--- src/rtl/taxi_axi_burst_master_if.sv ---
// AXI4 bus bundle shared by the burst master and bench slave models.
// Write-side and read-side modports let one instance carry either direction.
interface taxi_axi_if #(
  parameter int ADDR_W = 32,
  parameter int DATA_W = 64,
  parameter int STRB_W = DATA_W / 8,
  parameter int ID_W   = 4
) ();
  logic [ID_W-1:0]   awid;
  logic [ADDR_W-1:0] awaddr;
  logic [7:0]        awlen;
  logic [2:0]        awsize;
  logic [1:0]        awburst;
  logic              awlock;
  logic [3:0]        awcache;
  logic [2:0]        awprot;
  logic [3:0]        awqos;
  logic [3:0]        awregion;
  logic              awvalid;
  logic              awready;
  logic [DATA_W-1:0] wdata;
  logic [STRB_W-1:0] wstrb;
  logic              wlast;
  logic              wvalid;
  logic              wready;
  logic [ID_W-1:0]   bid;
  logic [1:0]        bresp;
  logic              bvalid;
  logic              bready;
  logic [ID_W-1:0]   arid;
  logic [ADDR_W-1:0] araddr;
  logic [7:0]        arlen;
  logic [2:0]        arsize;
  logic [1:0]        arburst;
  logic              arlock;
  logic [3:0]        arcache;
  logic [2:0]        arprot;
  logic [3:0]        arqos;
  logic [3:0]        arregion;
  logic              arvalid;
  logic              arready;
  logic [ID_W-1:0]   rid;
  logic [DATA_W-1:0] rdata;
  logic [1:0]        rresp;
  logic              rlast;
  logic              rvalid;
  logic              rready;

  modport wr_mst (
    output awid, awaddr, awlen, awsize, awburst, awlock, awcache, awprot, awqos, awregion, awvalid,
    output wdata, wstrb, wlast, wvalid, bready,
    input  awready, wready, bid, bresp, bvalid
  );
  modport wr_slv (
    input  awid, awaddr, awlen, awsize, awburst, awlock, awcache, awprot, awqos, awregion, awvalid,
    input  wdata, wstrb, wlast, wvalid, bready,
    output awready, wready, bid, bresp, bvalid
  );
  modport rd_mst (
    output arid, araddr, arlen, arsize, arburst, arlock, arcache, arprot, arqos, arregion, arvalid,
    output rready,
    input  arready, rid, rdata, rresp, rlast, rvalid
  );
  modport rd_slv (
    input  arid, araddr, arlen, arsize, arburst, arlock, arcache, arprot, arqos, arregion, arvalid,
    input  rready,
    output arready, rid, rdata, rresp, rlast, rvalid
  );
endinterface

--- src/rtl/taxi_axi_burst_master.sv ---
// Command-driven AXI4 INCR burst master: independent write and read engines,
// each rejecting bursts that would cross a 4 KiB boundary.
module taxi_axi_burst_master #(
  parameter int         AXI_ID = 0,
  parameter logic [3:0] CACHE  = 4'b0011,
  parameter int         ADDR_W = 32,
  parameter int         DATA_W = 64,
  parameter int         ID_W   = 4
) (
  input  logic              clk,
  input  logic              rst_n,
  taxi_axi_if.wr_mst        m_axi_wr,
  taxi_axi_if.rd_mst        m_axi_rd,
  input  logic [ADDR_W-1:0] wr_cmd_addr,
  input  logic [7:0]        wr_cmd_len,
  input  logic              wr_cmd_valid,
  output logic              wr_cmd_ready,
  input  logic [DATA_W-1:0] wr_data,
  input  logic              wr_data_valid,
  output logic              wr_data_ready,
  output logic              wr_done,
  output logic              wr_err,
  input  logic [ADDR_W-1:0] rd_cmd_addr,
  input  logic [7:0]        rd_cmd_len,
  input  logic              rd_cmd_valid,
  output logic              rd_cmd_ready,
  output logic [DATA_W-1:0] rd_data,
  output logic              rd_data_last,
  output logic              rd_data_err,
  output logic              rd_data_valid,
  input  logic              rd_data_ready,
  output logic              rd_done,
  output logic              rd_err
);
  localparam int         STRB_W = DATA_W / 8;
  localparam logic [2:0] AXSIZE = 3'($clog2(STRB_W));

  if (m_axi_wr.DATA_W != DATA_W || m_axi_rd.DATA_W != DATA_W) begin : g_width_check
    $fatal(1, "taxi_axi_burst_master: DATA_W differs between m_axi_wr, m_axi_rd and the module");
  end

  typedef enum logic [1:0] {WR_IDLE, WR_ADDR, WR_DATA, WR_RESP} wr_state_t;
  typedef enum logic [1:0] {RD_IDLE, RD_ADDR, RD_DATA} rd_state_t;

  wr_state_t         r_wr_state;
  logic              r_wr_cmd_ready, r_awvalid, r_bready, r_wr_done, r_wr_err;
  logic [ADDR_W-1:0] r_awaddr;
  logic [7:0]        r_awlen, r_wr_cnt;
  rd_state_t         r_rd_state;
  logic              r_rd_cmd_ready, r_arvalid, r_rd_done, r_rd_err, r_rd_err_acc;
  logic [ADDR_W-1:0] r_araddr;
  logic [7:0]        r_arlen;

  // Span is the byte offset just past the burst within its 4 KiB page.
  logic [23:0] w_wr_span, w_rd_span;
  logic        w_wr_bad, w_rd_bad, w_w_hs, w_r_hs, w_r_beat_err;
  assign w_wr_span = 24'(wr_cmd_addr[11:0]) + (24'(wr_cmd_len) + 24'd1) * 24'(STRB_W);
  assign w_rd_span = 24'(rd_cmd_addr[11:0]) + (24'(rd_cmd_len) + 24'd1) * 24'(STRB_W);
  assign w_wr_bad  = w_wr_span > 24'd4096;
  assign w_rd_bad  = w_rd_span > 24'd4096;
  assign w_w_hs    = m_axi_wr.wvalid && m_axi_wr.wready;
  assign w_r_hs    = m_axi_rd.rvalid && m_axi_rd.rready;
  assign w_r_beat_err = (m_axi_rd.rresp != 2'b00) || (m_axi_rd.rid != ID_W'(AXI_ID));

  assign m_axi_wr.awid     = ID_W'(AXI_ID);
  assign m_axi_wr.awaddr   = r_awaddr;
  assign m_axi_wr.awlen    = r_awlen;
  assign m_axi_wr.awsize   = AXSIZE;
  assign m_axi_wr.awburst  = 2'b01;
  assign m_axi_wr.awlock   = 1'b0;
  assign m_axi_wr.awcache  = CACHE;
  assign m_axi_wr.awprot   = 3'b000;
  assign m_axi_wr.awqos    = 4'b0000;
  assign m_axi_wr.awregion = 4'b0000;
  assign m_axi_wr.awvalid  = r_awvalid;
  assign m_axi_wr.wdata    = wr_data;
  assign m_axi_wr.wstrb    = '1;
  assign m_axi_wr.wlast    = (r_wr_cnt == 8'd0);
  assign m_axi_wr.wvalid   = (r_wr_state == WR_DATA) && wr_data_valid;
  assign m_axi_wr.bready   = r_bready;
  assign wr_data_ready     = (r_wr_state == WR_DATA) && m_axi_wr.wready;
  assign wr_cmd_ready      = r_wr_cmd_ready;
  assign wr_done           = r_wr_done;
  assign wr_err            = r_wr_err;

  assign m_axi_rd.arid     = ID_W'(AXI_ID);
  assign m_axi_rd.araddr   = r_araddr;
  assign m_axi_rd.arlen    = r_arlen;
  assign m_axi_rd.arsize   = AXSIZE;
  assign m_axi_rd.arburst  = 2'b01;
  assign m_axi_rd.arlock   = 1'b0;
  assign m_axi_rd.arcache  = CACHE;
  assign m_axi_rd.arprot   = 3'b000;
  assign m_axi_rd.arqos    = 4'b0000;
  assign m_axi_rd.arregion = 4'b0000;
  assign m_axi_rd.arvalid  = r_arvalid;
  assign m_axi_rd.rready   = (r_rd_state == RD_DATA) && rd_data_ready;
  assign rd_data           = m_axi_rd.rdata;
  assign rd_data_last      = m_axi_rd.rlast;
  assign rd_data_err       = (m_axi_rd.rresp != 2'b00);
  assign rd_data_valid     = (r_rd_state == RD_DATA) && m_axi_rd.rvalid;
  assign rd_cmd_ready      = r_rd_cmd_ready;
  assign rd_done           = r_rd_done;
  assign rd_err            = r_rd_err;

  always_ff @(posedge clk or negedge rst_n) begin
    if (!rst_n) begin
      r_wr_state     <= WR_IDLE;
      r_wr_cmd_ready <= 1'b0;
      r_awvalid      <= 1'b0;
      r_bready       <= 1'b0;
      r_wr_done      <= 1'b0;
      r_wr_err       <= 1'b0;
      r_awaddr       <= '0;
      r_awlen        <= 8'd0;
      r_wr_cnt       <= 8'd0;
    end else begin
      r_wr_done <= 1'b0;
      r_wr_err  <= 1'b0;
      case (r_wr_state)
        WR_IDLE: begin
          r_wr_cmd_ready <= 1'b1;
          if (wr_cmd_valid && r_wr_cmd_ready) begin
            r_wr_cmd_ready <= 1'b0;
            if (w_wr_bad) begin
              r_wr_done <= 1'b1;
              r_wr_err  <= 1'b1;
            end else begin
              r_awaddr   <= wr_cmd_addr;
              r_awlen    <= wr_cmd_len;
              r_wr_cnt   <= wr_cmd_len;
              r_awvalid  <= 1'b1;
              r_wr_state <= WR_ADDR;
            end
          end
        end
        WR_ADDR: begin
          if (m_axi_wr.awready) begin
            r_awvalid  <= 1'b0;
            r_wr_state <= WR_DATA;
          end
        end
        WR_DATA: begin
          if (w_w_hs) begin
            if (r_wr_cnt == 8'd0) begin
              r_bready   <= 1'b1;
              r_wr_state <= WR_RESP;
            end else begin
              r_wr_cnt <= r_wr_cnt - 8'd1;
            end
          end
        end
        WR_RESP: begin
          if (m_axi_wr.bvalid) begin
            r_bready       <= 1'b0;
            r_wr_done      <= 1'b1;
            r_wr_err       <= (m_axi_wr.bresp != 2'b00);
            r_wr_cmd_ready <= 1'b1;
            r_wr_state     <= WR_IDLE;
          end
        end
        default: r_wr_state <= WR_IDLE;
      endcase
    end
  end

  always_ff @(posedge clk or negedge rst_n) begin
    if (!rst_n) begin
      r_rd_state     <= RD_IDLE;
      r_rd_cmd_ready <= 1'b0;
      r_arvalid      <= 1'b0;
      r_rd_done      <= 1'b0;
      r_rd_err       <= 1'b0;
      r_rd_err_acc   <= 1'b0;
      r_araddr       <= '0;
      r_arlen        <= 8'd0;
    end else begin
      r_rd_done <= 1'b0;
      r_rd_err  <= 1'b0;
      case (r_rd_state)
        RD_IDLE: begin
          r_rd_cmd_ready <= 1'b1;
          if (rd_cmd_valid && r_rd_cmd_ready) begin
            r_rd_cmd_ready <= 1'b0;
            r_rd_err_acc   <= 1'b0;
            if (w_rd_bad) begin
              r_rd_done <= 1'b1;
              r_rd_err  <= 1'b1;
            end else begin
              r_araddr   <= rd_cmd_addr;
              r_arlen    <= rd_cmd_len;
              r_arvalid  <= 1'b1;
              r_rd_state <= RD_ADDR;
            end
          end
        end
        RD_ADDR: begin
          if (m_axi_rd.arready) begin
            r_arvalid  <= 1'b0;
            r_rd_state <= RD_DATA;
          end
        end
        RD_DATA: begin
          if (w_r_hs) begin
            // Error flags from every beat, including the last, fold into rd_err.
            r_rd_err_acc <= r_rd_err_acc | w_r_beat_err;
            if (m_axi_rd.rlast) begin
              r_rd_done      <= 1'b1;
              r_rd_err       <= r_rd_err_acc | w_r_beat_err;
              r_rd_cmd_ready <= 1'b1;
              r_rd_state     <= RD_IDLE;
            end
          end
        end
        default: r_rd_state <= RD_IDLE;
      endcase
    end
  end
endmodule

--- src/flat_wrapper.sv ---
// flat-port wrapper written by rule: the top's interface ports become plain ports
module taxi_axi_burst_master_flat 
#(
  parameter int         AXI_ID = 0,
  parameter logic [3:0] CACHE  = 4'b0011,
  parameter int         ADDR_W = 32,
  parameter int         DATA_W = 64,
  parameter int         ID_W   = 4
)
  (clk, rst_n, wr_cmd_addr, wr_cmd_len, wr_cmd_valid, wr_cmd_ready, wr_data, wr_data_valid, wr_data_ready, wr_done, wr_err, rd_cmd_addr, rd_cmd_len, rd_cmd_valid, rd_cmd_ready, rd_data, rd_data_last, rd_data_err, rd_data_valid, rd_data_ready, rd_done, rd_err, m_axi_wr_awid, m_axi_wr_awaddr, m_axi_wr_awlen, m_axi_wr_awsize, m_axi_wr_awburst, m_axi_wr_awlock, m_axi_wr_awcache, m_axi_wr_awprot, m_axi_wr_awqos, m_axi_wr_awregion, m_axi_wr_awvalid, m_axi_wr_wdata, m_axi_wr_wstrb, m_axi_wr_wlast, m_axi_wr_wvalid, m_axi_wr_bready, m_axi_wr_awready, m_axi_wr_wready, m_axi_wr_bid, m_axi_wr_bresp, m_axi_wr_bvalid, m_axi_rd_arid, m_axi_rd_araddr, m_axi_rd_arlen, m_axi_rd_arsize, m_axi_rd_arburst, m_axi_rd_arlock, m_axi_rd_arcache, m_axi_rd_arprot, m_axi_rd_arqos, m_axi_rd_arregion, m_axi_rd_arvalid, m_axi_rd_rready, m_axi_rd_arready, m_axi_rd_rid, m_axi_rd_rdata, m_axi_rd_rresp, m_axi_rd_rlast, m_axi_rd_rvalid);
  taxi_axi_if #(.ADDR_W(ADDR_W), .DATA_W(DATA_W), .ID_W(ID_W)) m_axi_wr_i ();
  taxi_axi_if #(.ADDR_W(ADDR_W), .DATA_W(DATA_W), .ID_W(ID_W)) m_axi_rd_i ();
  input  logic clk;
  input  logic rst_n;
  input  logic [ADDR_W-1:0] wr_cmd_addr;
  input  logic [7:0] wr_cmd_len;
  input  logic wr_cmd_valid;
  output logic wr_cmd_ready;
  input  logic [DATA_W-1:0] wr_data;
  input  logic wr_data_valid;
  output logic wr_data_ready;
  output logic wr_done;
  output logic wr_err;
  input  logic [ADDR_W-1:0] rd_cmd_addr;
  input  logic [7:0] rd_cmd_len;
  input  logic rd_cmd_valid;
  output logic rd_cmd_ready;
  output logic [DATA_W-1:0] rd_data;
  output logic rd_data_last;
  output logic rd_data_err;
  output logic rd_data_valid;
  input  logic rd_data_ready;
  output logic rd_done;
  output logic rd_err;
  output wire logic [$bits(m_axi_wr_i.awid)-1:0] m_axi_wr_awid;
  output wire logic [$bits(m_axi_wr_i.awaddr)-1:0] m_axi_wr_awaddr;
  output wire logic [$bits(m_axi_wr_i.awlen)-1:0] m_axi_wr_awlen;
  output wire logic [$bits(m_axi_wr_i.awsize)-1:0] m_axi_wr_awsize;
  output wire logic [$bits(m_axi_wr_i.awburst)-1:0] m_axi_wr_awburst;
  output wire logic [$bits(m_axi_wr_i.awlock)-1:0] m_axi_wr_awlock;
  output wire logic [$bits(m_axi_wr_i.awcache)-1:0] m_axi_wr_awcache;
  output wire logic [$bits(m_axi_wr_i.awprot)-1:0] m_axi_wr_awprot;
  output wire logic [$bits(m_axi_wr_i.awqos)-1:0] m_axi_wr_awqos;
  output wire logic [$bits(m_axi_wr_i.awregion)-1:0] m_axi_wr_awregion;
  output wire logic [$bits(m_axi_wr_i.awvalid)-1:0] m_axi_wr_awvalid;
  output wire logic [$bits(m_axi_wr_i.wdata)-1:0] m_axi_wr_wdata;
  output wire logic [$bits(m_axi_wr_i.wstrb)-1:0] m_axi_wr_wstrb;
  output wire logic [$bits(m_axi_wr_i.wlast)-1:0] m_axi_wr_wlast;
  output wire logic [$bits(m_axi_wr_i.wvalid)-1:0] m_axi_wr_wvalid;
  output wire logic [$bits(m_axi_wr_i.bready)-1:0] m_axi_wr_bready;
  input wire logic [$bits(m_axi_wr_i.awready)-1:0] m_axi_wr_awready;
  input wire logic [$bits(m_axi_wr_i.wready)-1:0] m_axi_wr_wready;
  input wire logic [$bits(m_axi_wr_i.bid)-1:0] m_axi_wr_bid;
  input wire logic [$bits(m_axi_wr_i.bresp)-1:0] m_axi_wr_bresp;
  input wire logic [$bits(m_axi_wr_i.bvalid)-1:0] m_axi_wr_bvalid;
  output wire logic [$bits(m_axi_rd_i.arid)-1:0] m_axi_rd_arid;
  output wire logic [$bits(m_axi_rd_i.araddr)-1:0] m_axi_rd_araddr;
  output wire logic [$bits(m_axi_rd_i.arlen)-1:0] m_axi_rd_arlen;
  output wire logic [$bits(m_axi_rd_i.arsize)-1:0] m_axi_rd_arsize;
  output wire logic [$bits(m_axi_rd_i.arburst)-1:0] m_axi_rd_arburst;
  output wire logic [$bits(m_axi_rd_i.arlock)-1:0] m_axi_rd_arlock;
  output wire logic [$bits(m_axi_rd_i.arcache)-1:0] m_axi_rd_arcache;
  output wire logic [$bits(m_axi_rd_i.arprot)-1:0] m_axi_rd_arprot;
  output wire logic [$bits(m_axi_rd_i.arqos)-1:0] m_axi_rd_arqos;
  output wire logic [$bits(m_axi_rd_i.arregion)-1:0] m_axi_rd_arregion;
  output wire logic [$bits(m_axi_rd_i.arvalid)-1:0] m_axi_rd_arvalid;
  output wire logic [$bits(m_axi_rd_i.rready)-1:0] m_axi_rd_rready;
  input wire logic [$bits(m_axi_rd_i.arready)-1:0] m_axi_rd_arready;
  input wire logic [$bits(m_axi_rd_i.rid)-1:0] m_axi_rd_rid;
  input wire logic [$bits(m_axi_rd_i.rdata)-1:0] m_axi_rd_rdata;
  input wire logic [$bits(m_axi_rd_i.rresp)-1:0] m_axi_rd_rresp;
  input wire logic [$bits(m_axi_rd_i.rlast)-1:0] m_axi_rd_rlast;
  input wire logic [$bits(m_axi_rd_i.rvalid)-1:0] m_axi_rd_rvalid;
  assign m_axi_wr_awid = m_axi_wr_i.awid;
  assign m_axi_wr_awaddr = m_axi_wr_i.awaddr;
  assign m_axi_wr_awlen = m_axi_wr_i.awlen;
  assign m_axi_wr_awsize = m_axi_wr_i.awsize;
  assign m_axi_wr_awburst = m_axi_wr_i.awburst;
  assign m_axi_wr_awlock = m_axi_wr_i.awlock;
  assign m_axi_wr_awcache = m_axi_wr_i.awcache;
  assign m_axi_wr_awprot = m_axi_wr_i.awprot;
  assign m_axi_wr_awqos = m_axi_wr_i.awqos;
  assign m_axi_wr_awregion = m_axi_wr_i.awregion;
  assign m_axi_wr_awvalid = m_axi_wr_i.awvalid;
  assign m_axi_wr_wdata = m_axi_wr_i.wdata;
  assign m_axi_wr_wstrb = m_axi_wr_i.wstrb;
  assign m_axi_wr_wlast = m_axi_wr_i.wlast;
  assign m_axi_wr_wvalid = m_axi_wr_i.wvalid;
  assign m_axi_wr_bready = m_axi_wr_i.bready;
  assign m_axi_wr_i.awready = m_axi_wr_awready;
  assign m_axi_wr_i.wready = m_axi_wr_wready;
  assign m_axi_wr_i.bid = m_axi_wr_bid;
  assign m_axi_wr_i.bresp = m_axi_wr_bresp;
  assign m_axi_wr_i.bvalid = m_axi_wr_bvalid;
  assign m_axi_rd_arid = m_axi_rd_i.arid;
  assign m_axi_rd_araddr = m_axi_rd_i.araddr;
  assign m_axi_rd_arlen = m_axi_rd_i.arlen;
  assign m_axi_rd_arsize = m_axi_rd_i.arsize;
  assign m_axi_rd_arburst = m_axi_rd_i.arburst;
  assign m_axi_rd_arlock = m_axi_rd_i.arlock;
  assign m_axi_rd_arcache = m_axi_rd_i.arcache;
  assign m_axi_rd_arprot = m_axi_rd_i.arprot;
  assign m_axi_rd_arqos = m_axi_rd_i.arqos;
  assign m_axi_rd_arregion = m_axi_rd_i.arregion;
  assign m_axi_rd_arvalid = m_axi_rd_i.arvalid;
  assign m_axi_rd_rready = m_axi_rd_i.rready;
  assign m_axi_rd_i.arready = m_axi_rd_arready;
  assign m_axi_rd_i.rid = m_axi_rd_rid;
  assign m_axi_rd_i.rdata = m_axi_rd_rdata;
  assign m_axi_rd_i.rresp = m_axi_rd_rresp;
  assign m_axi_rd_i.rlast = m_axi_rd_rlast;
  assign m_axi_rd_i.rvalid = m_axi_rd_rvalid;
  taxi_axi_burst_master #(.AXI_ID(AXI_ID), .CACHE(CACHE), .ADDR_W(ADDR_W), .DATA_W(DATA_W), .ID_W(ID_W)) u_core (.clk(clk), .rst_n(rst_n), .m_axi_wr(m_axi_wr_i), .m_axi_rd(m_axi_rd_i), .wr_cmd_addr(wr_cmd_addr), .wr_cmd_len(wr_cmd_len), .wr_cmd_valid(wr_cmd_valid), .wr_cmd_ready(wr_cmd_ready), .wr_data(wr_data), .wr_data_valid(wr_data_valid), .wr_data_ready(wr_data_ready), .wr_done(wr_done), .wr_err(wr_err), .rd_cmd_addr(rd_cmd_addr), .rd_cmd_len(rd_cmd_len), .rd_cmd_valid(rd_cmd_valid), .rd_cmd_ready(rd_cmd_ready), .rd_data(rd_data), .rd_data_last(rd_data_last), .rd_data_err(rd_data_err), .rd_data_valid(rd_data_valid), .rd_data_ready(rd_data_ready), .rd_done(rd_done), .rd_err(rd_err));
endmodule
--- config.mk ---
export PLATFORM = sky130hd
export DESIGN_NAME = taxi_axi_burst_master_flat
export DESIGN_NICKNAME = d
export VERILOG_FILES = /design/src/rtl/taxi_axi_burst_master_if.sv /design/src/rtl/taxi_axi_burst_master.sv /design/src/flat_wrapper.sv
export SDC_FILE = /design/constraint.sdc
export NUM_CORES = 1
export LEC_CHECK = 0
export ABC_AREA = 1
export ABC_CLOCK_PERIOD_IN_PS = 1600
export BUFFER_PORTS_ARGS = -buffer_cell sky130_fd_sc_hd__buf_2
export CAP_MARGIN = 5
export CORE_AREA = 5 5 196 198
export DETAILED_ROUTE_END_ITERATION = 16
export DIE_AREA = 0 0 201 203
export GPL_ROUTABILITY_DRIVEN = 0
export MAX_ROUTING_LAYER = met4
export PLACE_DENSITY = 0.55
export SLEW_MARGIN = 5
export SYNTH_ARGS = -nofsm -noshare
export SYNTH_HDL_FRONTEND = slang
export SYNTH_SLANG_ARGS = --single-unit
--- constraint.sdc ---
create_clock -name clk -period 1.6 [get_ports clk]
set_clock_uncertainty 0.05 [all_clocks]
set_input_delay 0.48 -clock clk [delete_from_list [all_inputs] [get_ports clk]]
set_output_delay 0.48 -clock clk [all_outputs]
set_load 0.1 [all_outputs]
# Word-level counts from Yosys, hierarchy flattened
# Cells that the tools add are included.
# classes
n_bitwise,3
addsub,5
muxes,54
reduce_logical,32
n_lt_le_gt_ge,2
n_eq_ne,17
# op_table
cell,count
adder 12 x 24 -> 24 bit,2
"> comparator 24 x 13 -> 1 bit, second input constant",2
two-way mux 8 bit,4
two-way mux 1 bit,26
two-way mux 2 bit,11
one-hot mux 1 bit (2 select lines),10
"adder 8 x 1 -> 9 bit, second input constant",2
"!= test 2 bit, second input constant",8
one-hot mux 8 bit (2 select lines),1
nonzero test 2 bit,8
AND reduction 3 bit,4
AND reduction 4 bit,3
AND reduction 5 bit,2
logical AND 1 bit,8
logical NOT 8 bit,1
"!= test 2 x 1 -> 1 bit, second input constant",4
one-hot mux 2 bit (4 select lines),1
"subtractor 8 x 1 -> 8 bit, second input constant",1
"equality test 2 bit, second input constant",3
one-hot mux 2 bit (3 select lines),1
AND reduction 6 bit,1
"equality test 2 x 1 -> 1 bit, second input constant",2
logical NOT 2 bit,2
nonzero test 4 bit,1
4 further kinds,5
# totals
wordCells,130
input_bits,232
register_bits,102

# Longest topological paths before layout
# depth
ltp_word,6
depth_mapped,21
depth_no_buf,20

# Worst setup path after synthesis
# OpenSTA, ideal clock, no wires.
# synth_timing
kind,flip-flop to flip-flop
start,register u_core.r_wr_cnt[4]
end,register u_core.r_wr_cnt[0]
arrival_time_ps,2819
synth_period_minus_slack_ps,2936
required_ps,1483
n_path_buf,0
path_slack_ps,-1336
path_stages_with_launch,8
path_cell_list,dfrtp_1 > nor2_1 > nand3_1 > nor2_1 > a211oi_2 > nand3_2 > nand2_1 > nand2_1
# synth_via
elab_chain_cells,3
# synth_rtl
element,line_no,source
from (decl),taxi_axi_burst_master.sv:48,"logic [7:0] r_awlen, r_wr_cnt;"
from (signal assigned),taxi_axi_burst_master.sv:131,r_wr_cnt <= wr_cmd_len;
from (signal assigned),taxi_axi_burst_master.sv:149,r_wr_cnt <= r_wr_cnt - 8'd1;
logical NOT 8 bit,--,
via m_axi_wr_wlast,flat_wrapper.sv:48,output wire logic [$bits(m_axi_wr_i.wlast)-1:0] m_axi_wr_wlast;
!= test 2 bit (no line),--,
AND reduction 5 bit (no line),--,
# The timed path passes the listed nets, and every way through them passes these cells.
# A chain may end at the register's enable or synchronous reset.

# Worst setup path after layout
# layout_timing
start,input port rd_cmd_len[2]
end,register u_core.r_arlen[5] (netlist: u_core.m_axi_rd.arlen[5])
# layout_via
elab_chain_cells,5
# layout_rtl
element,line_no,source
from (decl),flat_wrapper.sv:25,input logic [7:0] rd_cmd_len;
adder 8 x 1 -> 9 bit,taxi_axi_burst_master.sv:58,assign w_rd_span = 24'(rd_cmd_addr[11:0]) + (24'(rd_cmd_len) + 24'd1) * 24'(STRB_W);
adder 12 x 24 -> 24 bit,taxi_axi_burst_master.sv:58,
> comparator 24 x 13 -> 1 bit,taxi_axi_burst_master.sv:60,assign w_rd_bad = w_rd_span > 24'd4096;
NOT 1 bit (no line),--,
AND reduction 3 bit (no line),--,
to (signal assigned),taxi_axi_burst_master.sv:191,r_arlen <= rd_cmd_len;
to (decl),taxi_axi_burst_master.sv:52,logic [7:0] r_arlen;
# No other way between the ends.

==> summary.txt <==
Outcome
  • Status: complete, but fails checks
  • Failing checks: setup timing

Layout
  • Final #Nets: approximately 1.4k
  • Area grow syn2layout: 60.0%
  • Commonest cells after routing, fill and taps aside: 136 x nand2_1, 109 x buf_4, 105 x buf_12
  • Most common cell after layout, fill and taps aside: nand2_1
  • Post-layout utilization of the core: ~31%
  • Layout cells sized above 1: between 50% and 60%
  • Design Area, Final: around 0.011 mm^2
  • Finished Layout Cells: between 1.5k and 2k

Worst setup path
  • R2R Setup Slk: -0.44 ns
  • Cell count of the worst reg-to-reg path: 13
  • Start point of the critical path: rd_cmd_len[2]
  • R2R Path End: u_core.r_wr_cnt[4]$_DFFE_PN0P_
  • Startpoint Class: primary input
  • CP Max Fanout: 7
  • Max incr delay on CP: 0.29 ns
  • Critical Path AT: about 2.7 ns
  • CP Capture Type: flip-flop
  • Reg2reg start: u_core.r_wr_cnt[0]$_DFFE_PN0P_
  • Worst setup endpoint: u_core.m_axi_rd.arlen[5]$_DFFE_PN0P_
  • Slowest cell on crit path: ha_4
  • WP data required: around 1.8 ns
  • Kind of critical path: in -> reg
  • Crit-path cells: buf_8, nand3_4, nand3b_1, nand3b_1, xor2_1, inv_1, ha_4, nand2_2, o21a_1, nand2_1, xor2_1, nand3_2, nand2_4, nand2_8, clkbuf_16, nand2_2, nand2_1

Drt
  • Detailed Route WL: around 26000 um
  • Antenna viol nets, final: 0
  • Initial DRC count: between 200 and 250
  • Drt pass-1 iters: 4
  • Drt via density: 4.01
  • # DRC: 0
  • Via count: roughly 6.3k
  • WL/cell: around 16 um

Synthesis
  • Cells after synthesis: 915
  • Avg Inst Size Synth: just under 8 um^2
  • Post-synth ARST share: between 90% and 100%
  • FF+latch count, synth: between 100 and 150
  • Top_reg_cell synth: dfrtp_1
  • Post-Syn Area: ~0.0071 mm^2
  • Seq/Total Area, Yosys: about 36%
  • Synth cell types: 37
  • Synth warnings: 0
  • Post-synth EDFFs: 0

GRT
  • Antenna violations before repair: 2
  • First-pass GRT wire length: about 38000 um
  • Vias in the first global route: approximately 6.4k
  • GRT Total Usage: around 12%
  • Remaining global-route overflow: 0
  • Largest net degree at the start of global routing: 38

CTS
  • Clock sink count: about 100
  • CTS max path bufs: 2
  • Cts bufs inserted: 9
  • Root buf cell: clkbuf_16
  • CTS tree: yes
  • Clk_lat worst skew: 0.36 ns
  • Worst-path clk slew: approximately 0.090 ns
  • H-tree levels: 3

Timing
  • Final Hold Fails: 0
  • RSZ-0062 raised after global routing: yes
  • Final min period: 2.52 ns
  • Fmax: about 400 MHz
  • Slew Limit Fails: 0
  • Setup ws final: -0.916 ns
  • Final setup violation count: between 100 and 150
  • Setup TNS: -85.29 ns
  • Crit share post-route: 157%

Floorplan
  • Total Die Area: slightly above 0.04 mm^2
  • Core ar.: 0.0363 mm^2
  • Initial core utilization: 19.5%
  • Io pins: 514
  • Die height: slightly above 200 um
  • Chip Width: roughly 200 um
  • # rows: 70

Flow run
  • Max-cap check violation count: 0

Min path
  • HP Class: in -> reg

Power and ir drop
  • Leakage: between 5 and 6 nW
  • Max VDD drop: ~0.84 mV
  • Cell area power density: roughly 2400 mW/mm^2
  • Total power: between 20 and 30 mW

Place
  • I/O Buffers: 195
  • Placed inst area: 0.00985 mm^2
  • Placed Cells: roughly 1.5k
  • DP HPWL: 20000 um
[timing repair]
item / 4_1_cts / 5_1_grt
endpoints found under the setup margin: 104 / 104
gates cloned: 4 / 6
pin swaps: 19 / 30
endpoints found under the hold margin: 12 / 0
setup buffers: 18 / 7
hold buffers: 1 / 0
resized for setup: 62 / 163
[state kept, by name (all words and copies together), names as in the netlist]
register / count
u_core.rd_cmd_ready: 1
u_core.wr_cmd_ready: 1
u_core.wr_done: 1
u_core.m_axi_wr.bready: 1
u_core.rd_done: 1
u_core.m_axi_wr.awvalid: 1
u_core.rd_err: 1
u_core.r_wr_cnt: 8
u_core.m_axi_wr.awaddr: 32
u_core.m_axi_rd.arlen: 8
u_core.m_axi_rd.arvalid: 1
u_core.r_rd_state: 2
u_core.m_axi_wr.awlen: 8
u_core.wr_err: 1
u_core.r_wr_state: 2
u_core.r_rd_err_acc: 1
u_core.m_axi_rd.araddr: 32
[cells by family after synthesis]
logic type,Yosys count,synth area share [%]
xor gates and xnor gates,15,1.85
buffers and inverters,285,25.8
adders and majority gates,28,5.15
DFF,102,36.0
and+or+nand+nor,428,26.1
AOI/OAI and AO/OA,55,4.94
other,2,0.106
[power breakdown]
part	total, mW	leakage, nW	switching [mW]	internal, mW
clock	2.25	0.136	1.15	1.10
combinational	19.4	4.17	12.3	7.05
sequential	5.31	1.27	1.54	3.77
[cells in the mapped netlist (4+ instances only)]
cell type | n | share of area [%]
a21oi_1 | 17 | 1.2
inv_1 | 69 | 3.7
o21ai_2 | 10 | 1.2
o21ai_0 | 15 | 1.1
nand3_2 | 4 | 0.56
dfrtp_1 | 102 | 36
nand2_1 | 251 | 13
buf_4 | 193 | 20
buf_6 | 4 | 0.63
xor2_1 | 14 | 1.7
nor3_1 | 7 | 0.49
nor2_1 | 36 | 1.9
nand3_1 | 105 | 7.4
clkbuf_1 | 10 | 0.53
nand3b_1 | 4 | 0.42
buf_2 | 7 | 0.49
nand4_1 | 13 | 1.1
ha_1 | 26 | 4.6
[layer usage]
layer  vias up  GRT usage [%]  routed length, um
met3        90           4.84               2390
met5         -              -                  0
met2       273           20.3              12900
met1      2903           12.5               9630
met4         0           5.65                995
li1       3044              -                  -
[per-stage QoR]
step / setup WS (ns) / hold WS, ns
floorplan: -0.984 / 0.134
global placement: -1.37 / 0.325
detailed placement: -1.43 / 0.324
CTS: -0.863 / 0.243
global route: -1.08 / 0.257
finish: -0.916 / 0.265
[worst max-delay path, delay by kind of cell]
family / cells / cell delay [ns]
buffers and inverters: 3 / 0.37
AOI/OAI and AO/OA: 1 / 0.16
and+or+nand+nor: 10 / 1.08
xor gates and xnor gates: 2 / 0.33
adders and majority gates: 1 / 0.29
[how the worst min path moves through the flow]
stage | startpoint | end | slack (ns) | cells past startpoint
final | m_axi_rd_arready | u_core.r_rd_state[0]$_DFFE_PN0P_ | 0.26 | 2
after global routing | m_axi_rd_arready | u_core.r_rd_state[0]$_DFFE_PN0P_ | 0.26 | 2
after CTS | m_axi_rd_arready | u_core.r_rd_state[0]$_DFFE_PN0P_ | 0.24 | 2
after detailed placement | rst_n | u_core.m_axi_rd.araddr[14]$_DFFE_PN0P_ | 0.32 | 1
after global placement | rst_n | u_core.m_axi_rd.araddr[16]$_DFFE_PN0P_ | 0.32 | 1
after floorplan | rst_n | u_core.m_axi_rd.araddr[0]$_DFFE_PN0P_ | 0.13 | 0
[area by class of cell]
class,instances,area (um^2)
Inverter,71,282
Antenna cell,2,5.00
Sequential cell,102,2560
Timing Repair Buffer,328,3770
Tap cell,468,586
Clock inverter,7,63.8
Multi-Input combinational cell,585,3860
Fill cell,3738,25000
Clock buffer,9,225
No activity file was read; power rests on OpenSTA's default activity.
